**config.mk**
```make
export PLATFORM = sky130hd
export DESIGN_NAME = iiitb_rtc_alarm
export DESIGN_NICKNAME = d
export VERILOG_FILES = /design/src/rtl/iiitb_rtc_alarm.sv
export SDC_FILE = /design/constraint.sdc
export NUM_CORES = 1
export LEC_CHECK = 0
export BUFFER_PORTS_ARGS = -buffer_cell sky130_fd_sc_hd__buf_4
export CORE_UTILIZATION = 56
export CTS_CLUSTER_DIAMETER = 100
export CTS_CLUSTER_SIZE = 25
export DETAILED_ROUTE_END_ITERATION = 12
export PLACE_DENSITY = 0.86
export SYNTH_ARGS = -nofsm -noshare
export SYNTH_HDL_FRONTEND = slang
export SYNTH_SLANG_ARGS = --single-unit
```
**constraint.sdc**
```tcl
create_clock -name clk -period 7.4 [get_ports clk]
set_input_delay 0 -clock clk [delete_from_list [all_inputs] [get_ports clk]]
set_output_delay 0 -clock clk [all_outputs]
set_load 0.1 [all_outputs]
```
**src/rtl/iiitb_rtc_alarm.sv**
```systemverilog
// Real-time clock: 24-hour BCD time base, 12/24-hour display, validated time load, optional alarm.
// Define RTC_ALARM_EN to build the alarm compare; without it alarm_irq is tied low.
module iiitb_rtc_alarm #(
   parameter int CLK_FREQ_HZ = 1000,
   parameter int DIV_W       = $clog2(CLK_FREQ_HZ)
) (
   input  logic        clk,
   input  logic        rst,
   input  logic        mode12,
   input  logic        set_valid,
   output logic        set_ready,
   input  logic [23:0] set_time,
   output logic        set_err,
   input  logic [15:0] alarm_time,
   input  logic        alarm_en,
   input  logic        alarm_ack,
   output logic        alarm_irq,
   output logic        tick_1hz,
   output logic        day_tick,
   output logic [3:0]  hrm,
   output logic [3:0]  hrl,
   output logic [3:0]  minm,
   output logic [3:0]  minl,
   output logic [3:0]  secm,
   output logic [3:0]  secl,
   output logic        pm
);

   typedef struct packed {
      logic [3:0] hrm;
      logic [3:0] hrl;
      logic [3:0] minm;
      logic [3:0] minl;
      logic [3:0] secm;
      logic [3:0] secl;
   } bcd_time_t;

   bcd_time_t        r_time;
   bcd_time_t        w_time_inc;
   bcd_time_t        w_set;
   logic [DIV_W-1:0] r_presc;
   logic             r_busy;
   logic             r_set_err;
   logic             w_accept;
   logic             w_load_ok;
   logic             w_tick;
   logic             w_advance;
   logic             w_day_wrap;
   logic [4:0]       w_hr_bin;
   logic [4:0]       w_hr12;

   assign w_set     = bcd_time_t'(set_time);
   assign w_tick    = (r_presc == DIV_W'(CLK_FREQ_HZ - 1)) && !rst;
   assign set_ready = !r_busy;
   assign w_accept  = set_valid && !r_busy;
   assign w_advance = w_tick && !w_accept;

   assign w_load_ok = (w_set.secl <= 4'd9) && (w_set.secm <= 4'd5) &&
                      (w_set.minl <= 4'd9) && (w_set.minm <= 4'd5) &&
                      (w_set.hrl  <= 4'd9) &&
                      ((w_set.hrm < 4'd2) || ((w_set.hrm == 4'd2) && (w_set.hrl <= 4'd3)));

   // Ripple-carry BCD increment of the whole time; w_day_wrap flags 23:59:59 -> 00:00:00.
   always_comb begin
      w_time_inc = r_time;
      w_day_wrap = 1'b0;
      if (r_time.secl != 4'd9) begin
         w_time_inc.secl = r_time.secl + 4'd1;
      end else begin
         w_time_inc.secl = 4'd0;
         if (r_time.secm != 4'd5) begin
            w_time_inc.secm = r_time.secm + 4'd1;
         end else begin
            w_time_inc.secm = 4'd0;
            if (r_time.minl != 4'd9) begin
               w_time_inc.minl = r_time.minl + 4'd1;
            end else begin
               w_time_inc.minl = 4'd0;
               if (r_time.minm != 4'd5) begin
                  w_time_inc.minm = r_time.minm + 4'd1;
               end else begin
                  w_time_inc.minm = 4'd0;
                  if ((r_time.hrm == 4'd2) && (r_time.hrl == 4'd3)) begin
                     w_time_inc.hrm = 4'd0;
                     w_time_inc.hrl = 4'd0;
                     w_day_wrap     = 1'b1;
                  end else if (r_time.hrl == 4'd9) begin
                     w_time_inc.hrm = r_time.hrm + 4'd1;
                     w_time_inc.hrl = 4'd0;
                  end else begin
                     w_time_inc.hrl = r_time.hrl + 4'd1;
                  end
               end
            end
         end
      end
   end

   // NOTE: reset is the first branch so it overrides load, tick and the handshake in one edge.
   always_ff @(posedge clk) begin
      if (rst) begin
         r_time    <= '0;
         r_presc   <= '0;
         r_busy    <= 1'b0;
         r_set_err <= 1'b0;
      end else begin
         r_busy    <= w_accept;
         r_set_err <= w_accept && !w_load_ok;
         if (w_accept && w_load_ok) begin
            r_time  <= w_set;
            r_presc <= '0;
         end else begin
            r_presc <= w_tick ? '0 : r_presc + DIV_W'(1);
            if (w_advance) r_time <= w_time_inc;
         end
      end
   end

   assign tick_1hz = w_tick;
   assign day_tick = w_advance && w_day_wrap;
   assign set_err  = r_set_err;

   // Display path is purely combinational so a mode12 change shows in the same cycle.
   assign w_hr_bin = 5'(r_time.hrm) * 5'd10 + 5'(r_time.hrl);
   assign pm       = (w_hr_bin >= 5'd12);

   always_comb begin
      w_hr12 = w_hr_bin;
      if (w_hr_bin == 5'd0)       w_hr12 = 5'd12;
      else if (w_hr_bin > 5'd12)  w_hr12 = w_hr_bin - 5'd12;
      hrm = r_time.hrm;
      hrl = r_time.hrl;
      if (mode12) begin
         hrm = (w_hr12 >= 5'd10) ? 4'd1 : 4'd0;
         hrl = 4'((w_hr12 >= 5'd10) ? (w_hr12 - 5'd10) : w_hr12);
      end
   end

   assign minm = r_time.minm;
   assign minl = r_time.minl;
   assign secm = r_time.secm;
   assign secl = r_time.secl;

`ifdef RTC_ALARM_EN
   logic r_alarm_irq;
   logic w_alarm_hit;

   // Match on the value the tick is about to produce, so a load can never raise the alarm.
   assign w_alarm_hit = alarm_en && w_advance &&
                        (w_time_inc.secm == 4'd0) && (w_time_inc.secl == 4'd0) &&
                        ({w_time_inc.hrm, w_time_inc.hrl, w_time_inc.minm, w_time_inc.minl} == alarm_time);

   always_ff @(posedge clk) begin
      if (rst)              r_alarm_irq <= 1'b0;
      else if (w_alarm_hit) r_alarm_irq <= 1'b1;
      else if (alarm_ack)   r_alarm_irq <= 1'b0;
   end

   assign alarm_irq = r_alarm_irq;
`else
   logic w_unused_alarm;
   assign w_unused_alarm = ^{alarm_time, alarm_en, alarm_ack};
   assign alarm_irq      = 1'b0;
`endif

endmodule

```
==> results of run 1 <==
layer usage:
| metal | track usage | vias to the layer above |
|---|---|---|
| li1 | - | 1201 |
| met4 | 0.104 | 0 |
| met1 | 0.320 | 1136 |
| met5 | 0 | - |
| met3 | 0.0451 | 8 |
| met2 | 0.418 | 84 |
final cells by class:
type	count	share of cell area
multi-input combinational	239	0.535
timing repair buffer	59	0.150
clock buffer	6	0.0241
tap	52	0.0216
inverter	15	0.0187
clock inverter	2	0.0116
sequential	36	0.240
flip-flops by register name, indices dropped and copies added (netlist names):
signal / flops
minl: 4
minm: 4
r_busy: 1
r_presc: 10
r_time: 8
secl: 4
secm: 4
set_err: 1
metrics by stage:
step	std cells	setup slack, ps	power [mW]	util
after floorplan	321	3390	0.235	-
final	409	3770	0.421	0.686
after detailed placement	398	4090	0.253	0.655
after CTS	409	3760	0.423	0.686
after global routing	409	3570	0.432	0.686
after global placement	398	4220	0.252	0.655
worst max path at each step:
stage | endpoint | slack, ps | cells past startpoint
3_3_place_gp | hrl[2] | 4220 | 13
6_report | hrl[2] | 3770 | 13
5_1_grt | hrl[2] | 3570 | 13
2_1_floorplan | hrl[3] | 3390 | 9
4_1_cts | hrl[2] | 3760 | 13
3_5_place_dp | hrl[2] | 4090 | 13
logic make-up after synthesis:
group	synth area share
AND/OR/NAND/NOR	0.282
adder cells (fa/ha/maj)	0.0564
multiplexers	0.0253
AO/OA/AOI/OAI	0.190
other	0.00146
XOR/XNOR	0.0700
flip-flops	0.280
buffers and inverters	0.0948
placed cells by master (no fill, tap or decap), types with 3 or more instances in the layout:
cell type | synthesis | final
sky130_fd_sc_hd__a21oi_1 | 15 | 15
sky130_fd_sc_hd__nand2_1 | 19 | 19
sky130_fd_sc_hd__dfxtp_1 | 36 | 36
sky130_fd_sc_hd__dlygate4sd3_1 | 0 | 3
sky130_fd_sc_hd__a211oi_1 | 10 | 10
sky130_fd_sc_hd__xnor2_1 | 10 | 10
sky130_fd_sc_hd__nor2_1 | 46 | 46
sky130_fd_sc_hd__nor3b_1 | 5 | 5
sky130_fd_sc_hd__nand3b_1 | 3 | 3
sky130_fd_sc_hd__o21ai_0 | 12 | 12
sky130_fd_sc_hd__nor4_1 | 4 | 4
sky130_fd_sc_hd__nor3_2 | 4 | 4
sky130_fd_sc_hd__nand3_1 | 15 | 15
sky130_fd_sc_hd__nor2b_1 | 7 | 7
sky130_fd_sc_hd__buf_4 | 17 | 56
sky130_fd_sc_hd__or3_1 | 3 | 3
sky130_fd_sc_hd__ha_1 | 10 | 10
sky130_fd_sc_hd__a311oi_1 | 6 | 6
sky130_fd_sc_hd__and3_1 | 5 | 5
sky130_fd_sc_hd__nand2b_1 | 4 | 4
sky130_fd_sc_hd__inv_1 | 15 | 15
sky130_fd_sc_hd__mux2i_1 | 5 | 5
sky130_fd_sc_hd__xor2_1 | 8 | 8
sky130_fd_sc_hd__clkbuf_8 | 0 | 5
sky130_fd_sc_hd__nor3_1 | 6 | 6
critical path, stage by stage, from the launching register on:
cell and delay, ps:
sky130_fd_sc_hd__dfxtp_1 520, sky130_fd_sc_hd__ha_1 300, sky130_fd_sc_hd__ha_1 330, sky130_fd_sc_hd__xor2_1 260, sky130_fd_sc_hd__inv_1 170, sky130_fd_sc_hd__ha_1 260, sky130_fd_sc_hd__nand2_1 120, sky130_fd_sc_hd__nand2_1 70
sky130_fd_sc_hd__a21oi_1 250, sky130_fd_sc_hd__ha_1 280, sky130_fd_sc_hd__o41ai_2 110, sky130_fd_sc_hd__a211oi_2 250, sky130_fd_sc_hd__a211o_1 150, sky130_fd_sc_hd__buf_4 280
report_power, final:
group	internal (mW)	total, mW	switching [mW]
registers	0.196	0.198	0.00195
clock network	0.100	0.170	0.0703
logic	0.0185	0.0524	0.0339
repair_timing:
item | in CTS | in global routing
endpoints found under the hold margin | 3 | 0
hold buffers | 3 | 0
resized for setup | 0 | 0
==> flow_summary.json, run 1 <==
{
  "drv_cap": 0,
  "met2WireLength_um": 2980,
  "vias_per_cell": 5.94,
  "start_util": 0.587,
  "synthesis.instances": 321,
  "place_hpwl_um": 4300,
  "worstReg2RegEnd": "r_time[20]",
  "max-slew-margin-rel": 0.301,
  "relative_area_change_from_synthesis_to_final_layout_pct": 16.9,
  "synth_common_cells": "sky130_fd_sc_hd__nor2_1 (46), sky130_fd_sc_hd__dfxtp_1 (36), sky130_fd_sc_hd__nand2_1 (19)",
  "final_nets": 413,
  "placed_cell_area_um2": 2870,
  "finish.instance_area_um2": 3010,
  "number_of_synthesized_register_bits": 36,
  "io_pins": 76,
  "clock_latency_on_the_worst_skew_pair_ps": 280,
  "cts_buffer_depth": 2,
  "finalSetupTns_ps": 0,
  "ys_dominant_reg_cell": "sky130_fd_sc_hd__dfxtp_1",
  "min_path_cells": 3,
  "rows": 24,
  "design.die.area_um2": 4870,
  "place_congestion": 0.822,
  "min-delay-path-class": "in -> reg",
  "detail-route-antenna-nets": 0,
  "distinct_cell_type_count_of_the_synthesized_netlist": 61,
  "max_freq_ghz": 0.275,
  "grt.total_usage": 0.251,
  "worstSetupStartpointType": "flip-flop",
  "reg2regPathDepth": 7,
  "cts_tree": "yes",
  "netlist_top_cells_area": "sky130_fd_sc_hd__dfxtp_1 (28%), sky130_fd_sc_hd__nor2_1 (6.7%), sky130_fd_sc_hd__buf_4 (5.0%), sky130_fd_sc_hd__ha_1 (4.9%), sky130_fd_sc_hd__xnor2_1 (3.4%)",
  "vertical_die_dimension_um": 69.8,
  "mappedNetlistNets": 378,
  "final.setup_skew_ps": 5.56,
  "finalSetupViolations": 0,
  "min_to": "secm[0]",
  "met3RoutedLength_um": 342,
  "crit_start": "r_time[20]",
  "hp-start": "set_time[4]",
  "synth-seq-area-share": 0.280,
  "clock-sinks": 36,
  "layout-drive-gt1-share": 0.221,
  "worst-endpoint-required_ps": 7400,
  "m1WireLength_um": 2590,
  "numCtsBuffers": 5,
  "wl_per_cell_um": 14.7,
  "route.vias.total": 2429,
  "synthesis.area_um2": 2570,
  "synthesis.yosys.warnings": 0,
  "post-cts-setup-buffers": 0,
  "cellPowerDensity_nw_per_um2": 140,
  "clkTransAtPathRegs_ps": 70,
  "n_antenna_cell": 0,
  "period_minus_slack_ps": 3630,
  "synth-async-reset-ratio": 0,
  "unrepaired_setup_endpoints_after_global_routing": "no",
  "hold_ws_ps": 8.15,
  "multiInputGateArea_um2": 1610,
  "post-synth-top-area-cell": "sky130_fd_sc_hd__dfxtp_1",
  "postRouteWirelength_um": 5990,
  "io_buffer_count": 56,
  "yosys.area.top_type_share": 0.280,
  "timing.critical_path.fanout_max": 8,
  "synth_enable_flop_cells": 0,
  "drv_slew": 0,
  "coreArea_um2": 4380,
  "critical_path.endpoint_type": "output pin",
  "first_pass_grt_wire_length_um": 9960,
  "topRoutingLayerUsed": "met4",
  "horizontal_extent_of_the_die_um": 69.8,
  "yosysMostFrequentCell": "sky130_fd_sc_hd__nor2_1",
  "critical_path_arrival_ps": 3630,
  "global_route_overflow": 0,
  "grt_antenna_before_repair": 0,
  "rrSetupSlack_ps": 5040,
  "clk_root_buffer_cell": "sky130_fd_sc_hd__clkbuf_8",
  "fillCellCount": 357,
  "final_hold_viol_count": 0,
  "max-vdd-ir-drop_mv": 0.0946,
  "timing_worst_slew_pin_value_ps": 1050,
  "total_leakage_power_nw": 1.21,
  "post-route-drc-count": 0,
  "syn_area_per_cell_um2": 8.02,
  "register_area_um2": 721,
  "initialDrtViolationCount": 238,
  "layout_worst_path_cycle_share": 0.491,
  "first_global_vias": 2300,
  "cts_max_level": 2,
  "critPathKind": "reg -> out",
  "drt_first_pass_iters": 5,
  "r2r_start": "r_presc[0]",
  "grt_start_max_net_pins": 35,
  "run_status": "finished clean"
}
Power figures use the tool's default switching activity.
==> inputs of run 2 (changes only) <==
- CORE_UTILIZATION: 56 -> 52
- PLACE_DENSITY: 0.86 -> 0.8
- clock period: 7.4 -> 3.58 ns (I/O delays scaled with it)
==> run 2 against run 1 <==
  * Clock skew is 2.5 ps lower
  * Power grew 94%
  * Flip-flop and latch count stayed put
==> flow_summary.json, run 2 (synthesis results as in run 1) <==
{
  "run_status": "finished clean",
  "wl_per_cell_um": 13.9,
  "post-cts-setup-buffers": 0,
  "first_pass_grt_wire_length_um": 9730,
  "grt_use_met2": 0.399,
  "core_utilization_of_the_finished_layout": 0.648,
  "vertical_die_dimension_um": 72.4,
  "min-delay-path-class": "in -> reg",
  "drv_cap": 0,
  "coreArea_um2": 4750,
  "io_pins": 76,
  "post-route-drc-count": 0,
  "clk_root_buffer_cell": "sky130_fd_sc_hd__clkbuf_8",
  "multiInputGateArea_um2": 1650,
  "largest_reg_flops": 10,
  "busiest_layer": "met2",
  "period_minus_slack_ps": 3320,
  "finalSetupTns_ps": 0,
  "hold_ws_ps": 16.4,
  "register_area_um2": 723,
  "rows": 25,
  "clock-sinks": 36,
  "start_util": 0.541,
  "power.switching_mw": 0.216,
  "biggestRegsByFlops": "r_presc (10), r_time (8)",
  "dpl.cell_count": 415,
  "hp-start": "set_time[16]",
  "grt_antenna_before_repair": 0,
  "cts_buffer_depth": 2,
  "finish.cell_count_without_fillers": 426,
  "first_global_vias": 2172,
  "place_hpwl_um": 4460,
  "cts_max_level": 2,
  "timing.critical_path.fanout_max": 11,
  "relative_area_change_from_synthesis_to_final_layout_pct": 19.8,
  "worst-endpoint-required_ps": 3580,
  "final_cell_mix": "sky130_fd_sc_hd__buf_4 (57), sky130_fd_sc_hd__nor2_1 (46), sky130_fd_sc_hd__dfxtp_1 (34), sky130_fd_sc_hd__nand2_1 (19)",
  "final_nets": 415,
  "cellPowerDensity_nw_per_um2": 265,
  "finalSetupViolations": 0,
  "clock_latency_on_the_worst_skew_pair_ps": 280,
  "critical_path_arrival_ps": 3320,
  "numCtsBuffers": 5,
  "grt_start_max_net_pins": 26,
  "critPathKind": "reg -> out",
  "p_sw_frac": 0.264,
  "min_path_cells": 3,
  "share_comb_of_total_power": 0.135,
  "clock_power_share": 0.364,
  "place_congestion": 0.816,
  "max_flop_register": "r_presc",
  "final.setup_skew_ps": 3.02,
  "unrepaired_setup_endpoints_after_global_routing": "no",
  "r2r_start": "r_presc[0]",
  "grt_util_met3": 0.0375,
  "horizontal_extent_of_the_die_um": 72.4,
  "design.die.area_um2": 5230,
  "global_route_overflow": 0,
  "grt.total_usage": 0.233,
  "min_to": "r_time[16]",
  "drt_first_pass_iters": 4,
  "postRouteWirelength_um": 5910,
  "critical_path.endpoint_type": "output pin",
  "n_antenna_cell": 0,
  "total_power_mw": 0.817,
  "final_hold_viol_count": 0,
  "layout_worst_path_cycle_share": 0.926,
  "max-slew-margin-rel": 0.650,
  "worstSetupStartpointType": "flip-flop",
  "vias_per_cell": 5.59,
  "rrSetupSlack_ps": 1290,
  "layout-drive-gt1-share": 0.253,
  "internal_cell_power_mw": 0.601,
  "fin_ws_ps": 264,
  "layout_commonest_cell": "sky130_fd_sc_hd__buf_4",
  "route.vias.total": 2381,
  "dpl_worst_slack_ps": 307,
  "fillCellCount": 433,
  "reg2regPathDepth": 7,
  "max_freq_ghz": 0.302,
  "drv_slew": 0,
  "cts_tree": "yes",
  "placed_cell_area_um2": 2920,
  "timing_worst_slew_pin_value_ps": 520,
  "detail-route-antenna-nets": 0,
  "initialDrtViolationCount": 138,
  "total_leakage_power_nw": 1.22,
  "io_buffer_count": 56,
  "finish.instance_area_um2": 3080,
  "max-vdd-ir-drop_mv": 0.293,
  "seqPwrFrac": 0.500,
  "worstReg2RegEnd": "r_time[18]",
  "use_met1": 0.304,
  "clkTransAtPathRegs_ps": 70
}
run 2: power groups by stage:
stage / logic [mW] / registers, mW / clock network (mW)
final: 0.111 / 0.409 / 0.298
after CTS: 0.108 / 0.409 / 0.303
after detailed placement: 0.106 / 0.418 / 0
after global routing: 0.117 / 0.410 / 0.326
after global placement: 0.105 / 0.418 / 0
after floorplan: 0.0645 / 0.422 / 0
run 2: layout make-up:
class	instances	share of cell area
sequential	36	0.235
inverter	15	0.0183
tap	67	0.0272
timing repair buffer	61	0.155
clock inverter	1	0.00244
clock buffer	7	0.0280
multi-input combinational	239	0.534
run 2: worst max path at each step:
stage,startpoint,to,slack (ps),cells past startpoint
6_report,r_time[17],hrl[2],260,13
3_5_place_dp,r_time[20],hrl[2],310,13
2_1_floorplan,r_time[20],hrl[3],230,9
5_1_grt,r_time[17],hrl[3],3,10
4_1_cts,r_time[17],hrl[2],40,13
3_3_place_gp,r_time[20],hrl[2],420,13
run 2: what timing repair did:
item	in CTS	in global routing
gates resized for setup	1	10
setup endpoints to repair	1	4
gates cloned	0	0
hold buffers	2	1
endpoints found under the hold margin	2	1
run 2: critical path: stages, from the launching register on:
cell	delay (ps)
sky130_fd_sc_hd__dfxtp_2	380
sky130_fd_sc_hd__ha_1	230
sky130_fd_sc_hd__fa_1	420
sky130_fd_sc_hd__xor2_2	240
sky130_fd_sc_hd__inv_1	150
sky130_fd_sc_hd__ha_1	260
sky130_fd_sc_hd__nand2_1	130
sky130_fd_sc_hd__nand2_1	90
sky130_fd_sc_hd__a21oi_2	190
sky130_fd_sc_hd__ha_2	240
sky130_fd_sc_hd__o41ai_2	90
sky130_fd_sc_hd__a211oi_2	240
sky130_fd_sc_hd__a211o_1	190
sky130_fd_sc_hd__buf_12	180
run 2: routing by layer:
metal / part of all wire / wire, um
met3: 0.035 / 208
met1: 0.46 / 2700
met4: 0.011 / 65
met2: 0.50 / 2940
met5: 0 / 0
==> inputs of run 3 (changes only) <==
- PLACE_DENSITY: 0.8 -> not set
- PLACE_DENSITY_LB_ADDON: not set -> 0.3
==> run 3 against run 2 <==
  * Non-clock buffer count grew 3
  * Worst setup slack got worse by 63 ps
  * Critical endpoint unchanged
  * Hold slack got worse by 15 ps
  * Utilization up 1.1 points
  * Combinational power grew 5%
==> flow_summary.json, run 3 (synthesis results as in run 1) <==
{
  "grt_antenna_before_repair": 0,
  "biggestRegsByFlops": "r_presc (10), r_time (8)",
  "clk_root_buffer_cell": "sky130_fd_sc_hd__clkbuf_8",
  "share_comb_of_total_power": 0.130,
  "vias_per_cell": 5.66,
  "final_nets": 418,
  "min_to": "secm[0]",
  "critical_path_arrival_ps": 3380,
  "drv_slew": 0,
  "placed_cell_area_um2": 2910,
  "clock_power_share": 0.409,
  "relative_area_change_from_synthesis_to_final_layout_pct": 21.8,
  "largest_reg_flops": 10,
  "grt_start_max_net_pins": 35,
  "numCtsBuffers": 5,
  "layout_commonest_cell": "sky130_fd_sc_hd__buf_4",
  "fillCellCount": 410,
  "io_pins": 76,
  "grt.total_usage": 0.242,
  "cts_buffer_depth": 2,
  "worst-endpoint-required_ps": 3580,
  "crit_chain": "ha_1 -> fa_1 -> xor2_2 -> ha_1 -> nor3b_2 -> o21ai_0 -> nand2_1 -> a21oi_2 -> ha_2 -> o41a_1 -> nor3_1 -> a211o_1 -> buf_12",
  "post-cts-setup-buffers": 0,
  "place_congestion": 0.816,
  "reg2regPathDepth": 7,
  "first_pass_grt_wire_length_um": 9930,
  "vertical_die_dimension_um": 72.4,
  "worstReg2RegEnd": "r_time[18]",
  "first_global_vias": 2269,
  "post-route-drc-count": 0,
  "route.vias.total": 2430,
  "max-vdd-ir-drop_mv": 0.224,
  "final.setup_skew_ps": 5.46,
  "n_antenna_cell": 0,
  "internal_cell_power_mw": 0.654,
  "critical_path.endpoint_type": "output pin",
  "seqPwrFrac": 0.461,
  "postRouteWirelength_um": 5950,
  "io_buffer_count": 56,
  "clock-sinks": 36,
  "crit_slowest_cell": "sky130_fd_sc_hd__fa_1",
  "cellPowerDensity_nw_per_um2": 283,
  "power.switching_mw": 0.233,
  "global_route_overflow": 0,
  "layout-drive-gt1-share": 0.249,
  "worstSetupStartpointType": "flip-flop",
  "critPathMaxStageDelay_ps": 420,
  "coreArea_um2": 4750,
  "r2r_start": "r_presc[0]",
  "start_util": 0.541,
  "hold_ws_ps": 1.63,
  "cts_max_level": 2,
  "finish.instance_area_um2": 3130,
  "layout_worst_path_cycle_share": 0.944,
  "timing.critical_path.fanout_max": 11,
  "p_sw_frac": 0.263,
  "rrSetupSlack_ps": 1240,
  "min_path_cells": 3,
  "rows": 25,
  "drv_cap": 0,
  "final_cell_mix": "sky130_fd_sc_hd__buf_4 (55), sky130_fd_sc_hd__nor2_1 (46), sky130_fd_sc_hd__dfxtp_1 (34), sky130_fd_sc_hd__nand2_1 (19)",
  "critPathKind": "reg -> out",
  "timing_worst_slew_pin_value_ps": 1020,
  "period_minus_slack_ps": 3380,
  "total_leakage_power_nw": 1.24,
  "cts_tree": "yes",
  "design.die.area_um2": 5230,
  "clock_latency_on_the_worst_skew_pair_ps": 300,
  "max-slew-margin-rel": 0.319,
  "hp-start": "set_time[4]",
  "max_flop_register": "r_presc",
  "drt_first_pass_iters": 4,
  "horizontal_extent_of_the_die_um": 72.4,
  "detail-route-antenna-nets": 0,
  "wl_per_cell_um": 13.9,
  "crit_path_frequent_cell": "sky130_fd_sc_hd__ha_1",
  "max_freq_ghz": 0.296,
  "run_status": "finished clean",
  "finalSetupViolations": 0,
  "initialDrtViolationCount": 154,
  "min-delay-path-class": "in -> reg",
  "place_hpwl_um": 4320,
  "clkTransAtPathRegs_ps": 70,
  "final_hold_viol_count": 0
}
## run 3: changes by cell type in the layout (fill, tap and decap cells not counted)
cell	before	now
sky130_fd_sc_hd__dlygate4sd3_1	3	7
sky130_fd_sc_hd__buf_4	57	55
sky130_fd_sc_hd__buf_6	0	1
sky130_fd_sc_hd__bufinv_16	0	1
sky130_fd_sc_hd__clkbuf_1	1	0
sky130_fd_sc_hd__clkbuf_8	6	5
sky130_fd_sc_hd__clkinv_2	0	1
sky130_fd_sc_hd__ha_1	8	9
sky130_fd_sc_hd__ha_2	2	1
## run 3: routing by layer
layer | global-route usage | routed length (um)
met2 | 0.417 | 2910
met3 | 0.0403 | 305
met1 | 0.299 | 2650
met4 | 0.0959 | 79
met5 | 0 | 0
## run 3: worst max path at each step
| stage | from | end | slack [ps] | depth (start not counted) |
|---|---|---|---|---|
| 2_1_floorplan | r_time[20] | hrl[3] | 230 | 9 |
| 6_report | r_time[17] | hrl[2] | 200 | 13 |
| 3_5_place_dp | r_time[20] | hrl[2] | 340 | 13 |
| 5_1_grt | r_time[22] | hrl[2] | -2 | 13 |
| 4_1_cts | r_time[20] | hrl[2] | 10 | 13 |
| 3_3_place_gp | r_time[20] | hrl[2] | 380 | 13 |
## run 3: layout make-up
cell class                      count  area [um^2]  share of cell area
Clock buffer                        5         68.8              0.0220
Clock inverter                      3         42.5              0.0136
Inverter                           15         56.3              0.0180
Multi-Input combinational cell    239         1650               0.525
Sequential cell                    36          723               0.231
Tap cell                           67         83.8              0.0267
Timing Repair Buffer               64          514               0.164
## run 3: through the flow
| step | util | cells | power (mW) | setup WS (ps) | TNS [ps] |
|---|---|---|---|---|---|
| 2_1_floorplan | - | 321 | 0.486 | 226 | 0 |
| 3_3_place_gp | 0.613 | 414 | 0.523 | 377 | 0 |
| 3_5_place_dp | 0.613 | 414 | 0.525 | 342 | 0 |
| 4_1_cts | 0.651 | 429 | 0.890 | 11.0 | 0 |
| 5_1_grt | 0.659 | 429 | 0.916 | -2.20 | -2.20 |
| 6_report | 0.659 | 429 | 0.888 | 201 | 0 |
## run 3: repair_timing
item | 4_1_cts | 5_1_grt
setup endpoints to repair | 0 | 4
hold endpoints to repair | 7 | 0
hold buffers | 7 | 0
gates resized for setup | 0 | 11
## run 3: power groups by stage
stage	clock, mW	combinational [mW]	sequential [mW]
2_1_floorplan	0	0.0645	0.422
3_3_place_gp	0	0.105	0.418
3_5_place_dp	0	0.106	0.418
4_1_cts	0.368	0.113	0.409
5_1_grt	0.383	0.123	0.409
6_report	0.363	0.116	0.409
## run 3: worst max-delay path, delay by kind of cell (launching register included)
kind,cells,cell delay [ps]
xor gates and xnor gates,1,210
AOI/OAI and AO/OA,4,840
and+or+nand+nor,3,330
buffers and inverters,1,180
DFF,1,380
adders and majority gates,4,1150
